<file path="config.mk">
export PLATFORM = sky130hd
export DESIGN_NAME = clock_mode_ctrl
export DESIGN_NICKNAME = d
export VERILOG_FILES = /design/src/rtl/clock_mode_ctrl.sv
export SDC_FILE = /design/constraint.sdc
export NUM_CORES = 1
export LEC_CHECK = 0
export BUFFER_PORTS_ARGS = -buffer_cell sky130_fd_sc_hd__buf_2
export CAP_MARGIN = 30
export CORE_AREA = 2 2 101 74
export CTS_CLUSTER_DIAMETER = 100
export DETAILED_ROUTE_END_ITERATION = 12
export DIE_AREA = 0 0 103 76
export GPL_TIMING_DRIVEN = 0
export HOLD_SLACK_MARGIN = 0.15
export PLACE_DENSITY = 0.73
export SLEW_MARGIN = 20
export SYNTH_ARGS = -nofsm -noshare
export SYNTH_HDL_FRONTEND = slang
export SYNTH_SLANG_ARGS = --single-unit
</file>
<file path="constraint.sdc">
create_clock -name clk -period 3.55 [get_ports clk]
set_input_delay 0.71 -clock clk [delete_from_list [all_inputs] [get_ports clk]]
set_output_delay 0.71 -clock clk [all_outputs]
set_load 0.02 [all_outputs]
</file>
<file path="src/rtl/clock_mode_ctrl.sv">
// clock_mode_ctrl: key-driven mode sequencer for the multi-function digital clock.
// Turns debounced mode/turn/change pulses into mode, edit field, strobes, alarm/stopwatch state and blink.
module clock_mode_ctrl #(
  parameter int unsigned TIMEOUT_CYCLES = 500_000_000,
  parameter int unsigned BLINK_HALF     = 12_500_000
) (
  input  logic       clk,
  input  logic       rst,
  input  logic [2:0] key_pulse,
  output logic [1:0] mode_state,
  output logic [1:0] field_sel,
  output logic       inc_time,
  output logic       inc_alarm,
  output logic       time_hold,
  output logic       alarm_en,
  output logic       sw_run,
  output logic       sw_clear,
  output logic       blink_on
);

  localparam int unsigned IDLE_W  = (TIMEOUT_CYCLES > 1) ? $clog2(TIMEOUT_CYCLES) : 1;
  localparam int unsigned BLINK_W = (BLINK_HALF > 1) ? $clog2(BLINK_HALF) : 1;
  localparam logic [IDLE_W-1:0]  IDLE_LAST  = IDLE_W'(TIMEOUT_CYCLES - 1);
  localparam logic [BLINK_W-1:0] BLINK_LAST = BLINK_W'(BLINK_HALF - 1);

  typedef enum logic [1:0] {
    MODE_NORMAL    = 2'd0,
    MODE_SET_TIME  = 2'd1,
    MODE_SET_ALARM = 2'd2,
    MODE_STOPWATCH = 2'd3
  } mode_e;

  localparam logic [1:0] FIELD_HOUR  = 2'd0;
  localparam logic [1:0] FIELD_MIN   = 2'd1;
  localparam logic [1:0] FIELD_SEC   = 2'd2;
  localparam logic [1:0] FIELD_ALARM = 2'd3;

  mode_e              mode_r, mode_nx_s;
  logic [1:0]         field_r, field_nx_s;
  logic [IDLE_W-1:0]  idle_cnt_r, idle_nx_s;
  logic [BLINK_W-1:0] blink_cnt_r, blink_cnt_nx_s;
  logic               blink_on_r, blink_nx_s;
  logic               alarm_en_r, alarm_en_nx_s;
  logic               sw_run_r, sw_run_nx_s;
  logic               inc_time_r, inc_time_nx_s;
  logic               inc_alarm_r, inc_alarm_nx_s;
  logic               sw_clear_r, sw_clear_nx_s;
  logic               time_hold_r, time_hold_nx_s;
  logic               mode_k_s, turn_k_s, change_k_s, any_key_s;
  logic               timeout_s, edit_nx_s;

  // Priority mode > turn > change: lower keys in the same cycle are dropped.
  assign mode_k_s   = key_pulse[0];
  assign turn_k_s   = key_pulse[1] & ~key_pulse[0];
  assign change_k_s = key_pulse[2] & ~key_pulse[1] & ~key_pulse[0];
  assign any_key_s  = |key_pulse;
  assign timeout_s  = ~any_key_s & (idle_cnt_r == IDLE_LAST);

  // State and output registers; reset aborts any edit in progress.
  always_ff @(posedge clk or posedge rst) begin
    if (rst) begin
      mode_r      <= MODE_NORMAL;
      field_r     <= FIELD_HOUR;
      idle_cnt_r  <= '0;
      blink_cnt_r <= '0;
      blink_on_r  <= 1'b1;
      alarm_en_r  <= 1'b0;
      sw_run_r    <= 1'b0;
      inc_time_r  <= 1'b0;
      inc_alarm_r <= 1'b0;
      sw_clear_r  <= 1'b0;
      time_hold_r <= 1'b0;
    end else begin
      mode_r      <= mode_nx_s;
      field_r     <= field_nx_s;
      idle_cnt_r  <= idle_nx_s;
      blink_cnt_r <= blink_cnt_nx_s;
      blink_on_r  <= blink_nx_s;
      alarm_en_r  <= alarm_en_nx_s;
      sw_run_r    <= sw_run_nx_s;
      inc_time_r  <= inc_time_nx_s;
      inc_alarm_r <= inc_alarm_nx_s;
      sw_clear_r  <= sw_clear_nx_s;
      time_hold_r <= time_hold_nx_s;
    end
  end

  // Next-state logic: mode/field sequencing, alarm and stopwatch toggles, idle and blink timers.
  always_comb begin
    mode_nx_s     = mode_r;
    field_nx_s    = field_r;
    alarm_en_nx_s = alarm_en_r;
    sw_run_nx_s   = sw_run_r;
    case (mode_r)
      MODE_NORMAL: begin
        if (mode_k_s) begin
          mode_nx_s  = MODE_SET_TIME;
          field_nx_s = FIELD_HOUR;
        end else begin
          mode_nx_s  = MODE_NORMAL;
        end
      end
      MODE_SET_TIME: begin
        if (mode_k_s) begin
          mode_nx_s  = MODE_SET_ALARM;
          field_nx_s = FIELD_HOUR;
        end else if (turn_k_s) begin
          field_nx_s = (field_r >= FIELD_SEC) ? FIELD_HOUR : field_r + 2'd1;
        end else if (timeout_s) begin
          mode_nx_s  = MODE_NORMAL;
          field_nx_s = FIELD_HOUR;
        end else begin
          mode_nx_s  = MODE_SET_TIME;
        end
      end
      MODE_SET_ALARM: begin
        if (mode_k_s) begin
          mode_nx_s  = MODE_STOPWATCH;
          field_nx_s = FIELD_HOUR;
        end else if (turn_k_s) begin
          case (field_r)
            FIELD_HOUR: field_nx_s = FIELD_MIN;
            FIELD_MIN:  field_nx_s = FIELD_ALARM;
            default:    field_nx_s = FIELD_HOUR;
          endcase
        end else if (change_k_s) begin
          alarm_en_nx_s = (field_r == FIELD_ALARM) ? ~alarm_en_r : alarm_en_r;
        end else if (timeout_s) begin
          mode_nx_s  = MODE_NORMAL;
          field_nx_s = FIELD_HOUR;
        end else begin
          mode_nx_s  = MODE_SET_ALARM;
        end
      end
      MODE_STOPWATCH: begin
        if (mode_k_s) begin
          mode_nx_s  = MODE_NORMAL;
          field_nx_s = FIELD_HOUR;
        end else if (change_k_s) begin
          sw_run_nx_s = ~sw_run_r;
        end else begin
          mode_nx_s  = MODE_STOPWATCH;
        end
      end
      default: begin
        mode_nx_s  = MODE_NORMAL;
        field_nx_s = FIELD_HOUR;
      end
    endcase

    edit_nx_s = (mode_nx_s == MODE_SET_TIME) || (mode_nx_s == MODE_SET_ALARM);

    // Timers only run while editing; every key restarts both.
    if (!edit_nx_s || any_key_s) begin
      idle_nx_s = '0;
    end else if (idle_cnt_r == IDLE_LAST) begin
      idle_nx_s = idle_cnt_r;
    end else begin
      idle_nx_s = idle_cnt_r + IDLE_W'(1);
    end

    if (!edit_nx_s || any_key_s) begin
      blink_cnt_nx_s = '0;
      blink_nx_s     = 1'b1;
    end else if (blink_cnt_r == BLINK_LAST) begin
      blink_cnt_nx_s = '0;
      blink_nx_s     = ~blink_on_r;
    end else begin
      blink_cnt_nx_s = blink_cnt_r + BLINK_W'(1);
      blink_nx_s     = blink_on_r;
    end
  end

  // Output logic: one-cycle strobes and the time-freeze flag, registered above.
  always_comb begin
    inc_time_nx_s  = change_k_s & (mode_r == MODE_SET_TIME);
    inc_alarm_nx_s = change_k_s & (mode_r == MODE_SET_ALARM) & (field_r != FIELD_ALARM);
    sw_clear_nx_s  = turn_k_s & (mode_r == MODE_STOPWATCH) & ~sw_run_r;
    time_hold_nx_s = (mode_nx_s == MODE_SET_TIME);
  end

  assign mode_state = mode_r;
  assign field_sel  = field_r;
  assign inc_time   = inc_time_r;
  assign inc_alarm  = inc_alarm_r;
  assign time_hold  = time_hold_r;
  assign alarm_en   = alarm_en_r;
  assign sw_run     = sw_run_r;
  assign sw_clear   = sw_clear_r;
  assign blink_on   = blink_on_r;

endmodule

</file>
==> impl_metrics.sql, run 1 <==
INSERT INTO impl_metrics (metric_group, metric, value, unit) VALUES
('run_status', 'outcome', 'finished, final reports clean', ''),
('yosys', 'most_common_flop_cell_mapped_by_yosys', 'dfrtp_1', ''),
('yosys', 'synthesis.instances', '352', ''),
('yosys', 'edff_count_synth', '0', ''),
('power_and_ir_drop', 'sw_share', '30.0', '%'),
('power_and_ir_drop', 'comb_power_share', '19.0', '%'),
('floorplanning', 'horizontal_die_dimension', '103', 'µm'),
('yosys', 'synth_seq_area_share', '47.9', '%'),
('detailed_routing', 'drt_iter0_markers', '149', ''),
('detailed_routing', 'routed-via-count', '2595', ''),
('setup_path', 'regToRegSetupSlack', '0.37', 'ns'),
('yosys', 'synth_top_cells_by_area', 'dfrtp_1, xnor2_1, nor2_1, xor2_1, nand2_1', ''),
('yosys', 'post-synth-top-area-cell', 'dfrtp_1', ''),
('floorplanning', 'floorplan.die_area', '7830', 'µm²'),
('setup_path', 'critical_path_peak_fanout', '10', ''),
('timing', 'grt_setup_unrepaired', 'no', ''),
('setup_path', 'cp.arrival', '3.40', 'ns'),
('yosys', 'yosys.cell_types.count', '44', ''),
('setup_path', 'critical_path.reg2reg.endpoint', 'idle_cnt_r[12]', ''),
('floorplanning', 'core', '6960', 'µm²'),
('timing', 'tightestPinTransition', '0.689', 'ns'),
('global_routing', 'grt_pass1_vias', '2404', ''),
('timing', 'tns', '0', 'ns'),
('power_and_ir_drop', 'vdd.ir_drop.worst', '380', 'µV'),
('clocking', 'numClockSinks', '64', ''),
('place', 'port_buffers', '14', ''),
('place', 'gpl.final_weighted_congestion', '0.883', ''),
('timing', 'setup-violations-final', '0', ''),
('timing', 'relSlewSlack', '53.7', '%'),
('timing', 'maxSlewViolCount', '0', ''),
('finish', 'top_library_cells_by_usage_in_the_layout_fill_and_taps_aside', 'dfrtp_1, nor2_1, nand2_1', ''),
('detailed_routing', 'postRouteWirelength', '6550', 'µm'),
('timing', 'final.setup_skew', '0.0121', 'ns'),
('yosys', 'netlist_area', '3350', 'µm²'),
('finish', 'drive_above_1_share', '11.4', '%'),
('global_routing', 'largest_net_degree_at_the_start_of_global_routing', '42', ''),
('detailed_routing', 'post-route-drc-count', '0', ''),
('worst_hold_path', 'hold_path.class', 'primary input to asynchronous set/reset pin', ''),
('power_and_ir_drop', 'p_leak', '1.54', 'nW'),
('setup_path', 'worst-endpoint-required', '3.77', 'ns'),
('setup_path', 'start_kind', 'flop', ''),
('timing', 'hold_viol_final', '0', ''),
('power_and_ir_drop', 'relative_contribution_of_sequential_cells_to_total_power', '47.1', '%'),
('clocking', 'clk_pin_slew', '0.07', 'ns'),
('global_routing', 'number_of_antenna_violations_at_the_first_check_in_global_routing', '0', ''),
('clocking', 'cts-hold-fix-buffers', '0', ''),
('finish', 'final_util', '54.2', '%'),
('setup_path', 'reg2reg_from', 'idle_cnt_r[20]', ''),
('global_routing', 'grt_use_total', '18.6', '%'),
('yosys', 'ys_seq_elements', '64', ''),
('finish', 'diodes', '0', ''),
('yosys', 'netlist.area_leader.share', '47.1', '%'),
('place', 'detailedPlacementHpwl', '4570', 'µm'),
('power_and_ir_drop', 'p_per_area', '448', 'nW/µm²'),
('yosys', 'synthesis.area_per_instance', '9.51', 'µm²'),
('clocking', 'cts_inserted_buffers', '9', ''),
('run', 'drv.max_cap_violation_count', '0', ''),
('yosys', 'synth-warning-count', '0', ''),
('detailed_routing', 'avgViaCountPerCell', '5.37', ''),
('timing', 'hold_ws', '0.333', 'ns'),
('power_and_ir_drop', 'p_clk_share', '33.9', '%'),
('timing', 'fin_crit_period', '3.18', 'ns'),
('power_and_ir_drop', 'netSwitchingPower', '0.507', 'mW'),
('clocking', 'clock_tree.root_cell', 'clkbuf_8', ''),
('setup_path', 'critPathCaptureType', 'flop', ''),
('timing', 'max_clock_freq', '314', 'MHz'),
('setup_path', 'r2r_cells', '10', ''),
('setup_path', 'timing_worst_setup_path_type', 'flop to flop', ''),
('clocking', 'tritoncts_clock_tree', 'done', ''),
('clocking', 'maximum_number_of_buffers_from_clock_root_to_sink', '2', ''),
('floorplanning', 'ios', '16', '');
[area by class of cell]
class                      count  area, µm²
clock inverter                 3       15.0
buffer                         9       58.8
tap                           98        123
multi-input combinational    266       1650
inverter                      13       51.3
timing repair buffer          17        105
sequential                    64       1600
fill                         665       3190
clock buffer                  13        169
[power groups by stage]
| stage | logic [mW] | registers, mW | clock network, mW |
|---|---|---|---|
| floorplan | 0.190 | 0.836 | 0 |
| global placement | 0.300 | 0.808 | 0 |
| detailed placement | 0.308 | 0.809 | 0 |
| CTS | 0.318 | 0.796 | 0.589 |
| global route | 0.356 | 0.804 | 0.624 |
| finish | 0.321 | 0.796 | 0.573 |
[critical path, stage by stage (launching register included)]
cell      delay (ns)
dfrtp_1         0.43
nor4b_1         0.36
nand4_1         0.24
nor4_4          0.42
and2_1          0.26
o21ai_1         0.12
ha_1            0.33
nand2b_1        0.11
clkbuf_1        0.38
clkbuf_2        0.33
nor2_1          0.08
[worst max-delay path by stage]
stage	slack [ns]	startpoint	to
global placement	-0.02	idle_cnt_r[0]	blink_cnt_r[5]
floorplan	0.63	idle_cnt_r[0]	blink_cnt_r[12]
detailed placement	-0.08	idle_cnt_r[0]	blink_cnt_r[10]
CTS	0.02	idle_cnt_r[0]	idle_cnt_r[12]
global route	0.12	idle_cnt_r[20]	idle_cnt_r[18]
finish	0.37	idle_cnt_r[20]	idle_cnt_r[12]
[Yosys cell counts, types with 5 or more instances]
cell type and instances:
or3_1 5, ha_1 7, xnor2_1 24, and2_1 6, nor3_1 15, nor4_1 9, nand4_1 13, and4_1 7
a21oi_1 12, nor2_1 53, and3_1 8, nand2_1 27, dfrtp_1 63, xor2_1 20, o21ai_0 8, inv_1 13
nand3_1 17
[kinds of logic (layout without fill, tap and decap cells)]
kind of cell / count (synthesis) / in the layout / share of synthesized area [%]
simple gates: 177 / 177 / 28.0
flops: 64 / 64 / 47.9
xor+xnor: 44 / 44 / 11.5
compound gates: 37 / 37 / 6.61
buf+inv: 22 / 55 / 3.14
fa+ha+maj: 7 / 7 / 2.62
mux: 1 / 1 / 0.299
[what timing repair did]
| action | in CTS | in global routing |
|---|---|---|
| buffers inserted | 0 | 2 |
| endpoints found under the setup margin | 20 | 40 |
| gates resized for setup | 1 | 2 |
| cloned | 0 | 0 |
| pin swaps | 0 | 1 |
[registers in the layout (all words and copies together) (netlist names)]
name	cells
sw_run	1
mode_state	2
inc_alarm	1
blink_on	1
alarm_en	1
sw_clear	1
time_hold	1
blink_cnt_r	24
idle_cnt_r	29
field_sel	2
inc_time	1
[routing by layer]
metal  GRT usage (%)  wire, µm
met1            28.0      3320
met4            5.92        65
met5               0         0
met2            25.6      2850
met3            5.78       315
[metrics by stage]
step | instances | instance area [µm²] | power (mW) | worst slack (ns)
CTS | 481 | 3750 | 1.70 | 0.0240
detailed placement | 465 | 3560 | 1.12 | -0.0786
global route | 483 | 3770 | 1.78 | 0.119
global placement | 464 | 3540 | 1.11 | -0.0223
floorplan | 352 | 3350 | 1.03 | 0.634
finish | 483 | 3770 | 1.69 | 0.367
(Power assumes the default switching activity.)
==> inputs of run 2 (changes only) <==
--- a/config.mk
+++ b/config.mk
@@ -5,6 +5,7 @@
 export SDC_FILE = /design/constraint.sdc
 export NUM_CORES = 1
 export LEC_CHECK = 0
+export ABC_CLOCK_PERIOD_IN_PS = 3550
 export BUFFER_PORTS_ARGS = -buffer_cell sky130_fd_sc_hd__buf_2
 export CAP_MARGIN = 30
 export CORE_AREA = 2 2 101 74
@@ -13,7 +14,7 @@
 export DIE_AREA = 0 0 103 76
 export GPL_TIMING_DRIVEN = 0
 export HOLD_SLACK_MARGIN = 0.15
-export PLACE_DENSITY = 0.73
+export PLACE_DENSITY = 0.66
 export SLEW_MARGIN = 20
 export SYNTH_ARGS = -nofsm -noshare
 export SYNTH_HDL_FRONTEND = slang
==> run 2 against run 1 <==
Net effect: critical path depth unchanged; die area unchanged; worst setup slack worse by 0.13 ns; register-to-register slack worse by 0.13 ns; worst hold slack worse by 0.028 ns; via count down 1.7%; clock power up 14%; wire length up 1.3%; design area up 0.63%; sequential power about the same; fmax down 3.8%; utilization up 0.34 points; largest cell class unchanged.
==> impl_metrics.sql, run 2 (synthesized netlist as in run 1, its figures left out) <==
INSERT INTO impl_metrics (metric_group, metric, value, unit) VALUES
('run_status', 'outcome', 'finished, final reports clean', ''),
('global_routing', 'grt_pass1_vias', '2379', ''),
('global_routing', 'grt_use_total', '18.3', '%'),
('timing', 'post-route-period-util', '93.3', '%'),
('setup_path', 'critical_path.reg2reg.endpoint', 'idle_cnt_r[13]', ''),
('timing', 'setup-violations-final', '0', ''),
('timing', 'maxSlewViolCount', '0', ''),
('power_and_ir_drop', 'p_per_area', '464', 'nW/µm²'),
('floorplanning', 'initial_standard_cell_utilization_of_the_core', '48.1', '%'),
('power_and_ir_drop', 'p_leak', '1.54', 'nW'),
('timing', 'hold_viol_final', '0', ''),
('global_routing', 'largest_net_degree_at_the_start_of_global_routing', '50', ''),
('floorplanning', 'std_cell_rows', '26', ''),
('global_routing', 'grt_overflow', '0', ''),
('place', 'numPlacedInstances', '465', ''),
('place', 'placed_area', '3570', 'µm²'),
('floorplanning', 'floorplan.die_area', '7830', 'µm²'),
('power_and_ir_drop', 'relative_contribution_of_sequential_cells_to_total_power', '45.3', '%'),
('setup_path', 'worst-endpoint-required', '3.75', 'ns'),
('setup_path', 'timing_worst_setup_path_type', 'flop to flop', ''),
('detailed_routing', 'routed_wire_per_std_cell', '13.8', 'µm'),
('detailed_routing', 'drt-pass1-iter-count', '4', ''),
('detailed_routing', 'routed-via-count', '2550', ''),
('finish', 'final.fill_count', '642', ''),
('power_and_ir_drop', 'sw_share', '28.3', '%'),
('detailed_routing', 'post-route-drc-count', '0', ''),
('worst_hold_path', 'hold_path.class', 'primary input to asynchronous set/reset pin', ''),
('clocking', 'htreeDepth', '3', ''),
('finish', 'area.growth.synth_to_final', '13.3', '%'),
('power_and_ir_drop', 'p_clk_share', '37.0', '%'),
('power_and_ir_drop', 'vdd.ir_drop.worst', '362', 'µV'),
('global_routing', 'wire_length_of_the_first_global_routing_pass', '11300', 'µm'),
('timing', 'relSlewSlack', '58.3', '%'),
('clocking', 'clk_pin_slew', '0.07', 'ns'),
('clocking', 'maximum_number_of_buffers_from_clock_root_to_sink', '2', ''),
('power_and_ir_drop', 'cellInternalPower', '1.26', 'mW'),
('clocking', 'cts-hold-fix-buffers', '0', ''),
('place', 'detailedPlacementHpwl', '4610', 'µm'),
('finish', 'top_library_cells_by_usage_in_the_layout_fill_and_taps_aside', 'dfrtp_1, nor2_1, nand2_1', ''),
('setup_path', 'start_kind', 'flop', ''),
('finish', 'registers.top_by_ff_count', 'idle_cnt_r', ''),
('timing', 'max_clock_freq', '302', 'MHz'),
('finish', 'largest_reg_flops', '29', ''),
('timing', 'fin_crit_period', '3.31', 'ns'),
('floorplanning', 'ios', '16', ''),
('setup_path', 'r2r_cells', '10', ''),
('timing', 'hold_ws', '0.305', 'ns'),
('clocking', 'tritoncts_clock_tree', 'done', ''),
('clocking', 'numClockSinks', '64', ''),
('setup_path', 'critPathCaptureType', 'flop', ''),
('detailed_routing', 'postRouteWirelength', '6640', 'µm'),
('timing', 'final.setup_skew', '0.00794', 'ns'),
('setup_path', 'regToRegSetupSlack', '0.24', 'ns'),
('finish', 'fin_cells', '482', ''),
('detailed_routing', 'antenna_violating_nets_post_route', '0', ''),
('finish', 'most_frequent_standard_cell_in_the_layout_excluding_fill_and_tap_cells', 'dfrtp_1', ''),
('power_and_ir_drop', 'netSwitchingPower', '0.499', 'mW'),
('power_and_ir_drop', 'comb_power_share', '17.7', '%'),
('clocking', 'cts_inserted_buffers', '9', ''),
('global_routing', 'number_of_antenna_violations_at_the_first_check_in_global_routing', '0', ''),
('setup_path', 'reg2reg_from', 'idle_cnt_r[20]', ''),
('place', 'port_buffers', '14', ''),
('timing', 'grt_setup_unrepaired', 'no', ''),
('place', 'gpl.final_weighted_congestion', '0.851', ''),
('power_and_ir_drop', 'design_power_total', '1.76', 'mW'),
('detailed_routing', 'avgViaCountPerCell', '5.29', ''),
('floorplanning', 'die-height', '76', 'µm'),
('finish', 'reg_top3', 'idle_cnt_r x29, blink_cnt_r x24', ''),
('finish', 'diodes', '0', ''),
('run', 'drv.max_cap_violation_count', '0', ''),
('timing', 'tightestPinTransition', '0.620', 'ns'),
('detailed_routing', 'drt_iter0_markers', '106', ''),
('finish', 'drive_above_1_share', '10.7', '%'),
('setup_path', 'cp.arrival', '3.51', 'ns'),
('floorplanning', 'core', '6960', 'µm²'),
('timing', 'tns', '0', 'ns'),
('clocking', 'clock_tree.root_cell', 'clkbuf_8', ''),
('clocking', 'insertion_delay', '0.33', 'ns'),
('floorplanning', 'horizontal_die_dimension', '103', 'µm'),
('finish', 'finalInstanceArea', '3790', 'µm²'),
('finish', 'nets', '392', ''),
('setup_path', 'critical_path_peak_fanout', '10', '');
[run 2: stage by stage]
| stage | worst slack [ns] | util [%] |
|---|---|---|
| 2_1_floorplan | 0.634 | - |
| 3_3_place_gp | -0.0678 | 50.9 |
| 3_5_place_dp | -0.131 | 51.3 |
| 4_1_cts | 0.249 | 54.5 |
| 5_1_grt | 0.0118 | 54.5 |
| 6_report | 0.239 | 54.5 |
[run 2: critical path: stages (launching register included)]
cell and delay (ns):
dfrtp_1 0.43, nor4b_1 0.42, nand4_1 0.24, nor4_4 0.38
and2_1 0.23, o21ai_1 0.11, ha_1 0.32, nand2b_1 0.10
clkbuf_1 0.40, buf_1 0.44, nor2_1 0.11
[run 2: repair_timing]
action                                  in CTS  in global routing
cloned                                       0                  0
pin swaps                                    1                  0
endpoints found under the hold margin        0                  0
buffers inserted                             2                  0
resized for setup                            1                  1
endpoints found under the setup margin      30                  1
[run 2: worst max-delay path by stage]
stage,cells after the start,to,from
6_report,10,idle_cnt_r[13],idle_cnt_r[20]
5_1_grt,10,idle_cnt_r[0],idle_cnt_r[20]
4_1_cts,10,idle_cnt_r[13],idle_cnt_r[20]
3_5_place_dp,12,blink_cnt_r[5],idle_cnt_r[0]
3_3_place_gp,11,blink_cnt_r[5],idle_cnt_r[20]
2_1_floorplan,12,blink_cnt_r[12],idle_cnt_r[0]
[run 2: cell type report]
| cell class | count | area [µm²] | area share [%] |
|---|---|---|---|
| Buffer | 9 | 57.6 | 1.52 |
| Clock buffer | 11 | 131 | 3.46 |
| Clock inverter | 4 | 70.1 | 1.85 |
| Inverter | 13 | 51.3 | 1.35 |
| Multi-Input combinational cell | 266 | 1650 | 43.4 |
| Sequential cell | 64 | 1600 | 42.2 |
| Tap cell | 98 | 123 | 3.23 |
| Timing Repair Buffer | 17 | 113 | 2.97 |
[run 2: layer usage]
layer  GRT usage (%)  vias to the layer above  routed length (µm)
li1                -                     1283                   -
met1            28.5                     1216                3480
met2            24.5                       43                2830
met3            5.23                        8                 262
met4            5.79                        0                  63
met5               0                        -                   0
[run 2: power by group through the flow]
stage          logic (mW)  registers (mW)  clock network [mW]
3_5_place_dp        0.307           0.811                   0
5_1_grt             0.352           0.802               0.706
2_1_floorplan       0.190           0.836                   0
6_report            0.313           0.798               0.652
3_3_place_gp        0.302           0.810                   0
4_1_cts             0.315           0.797               0.673
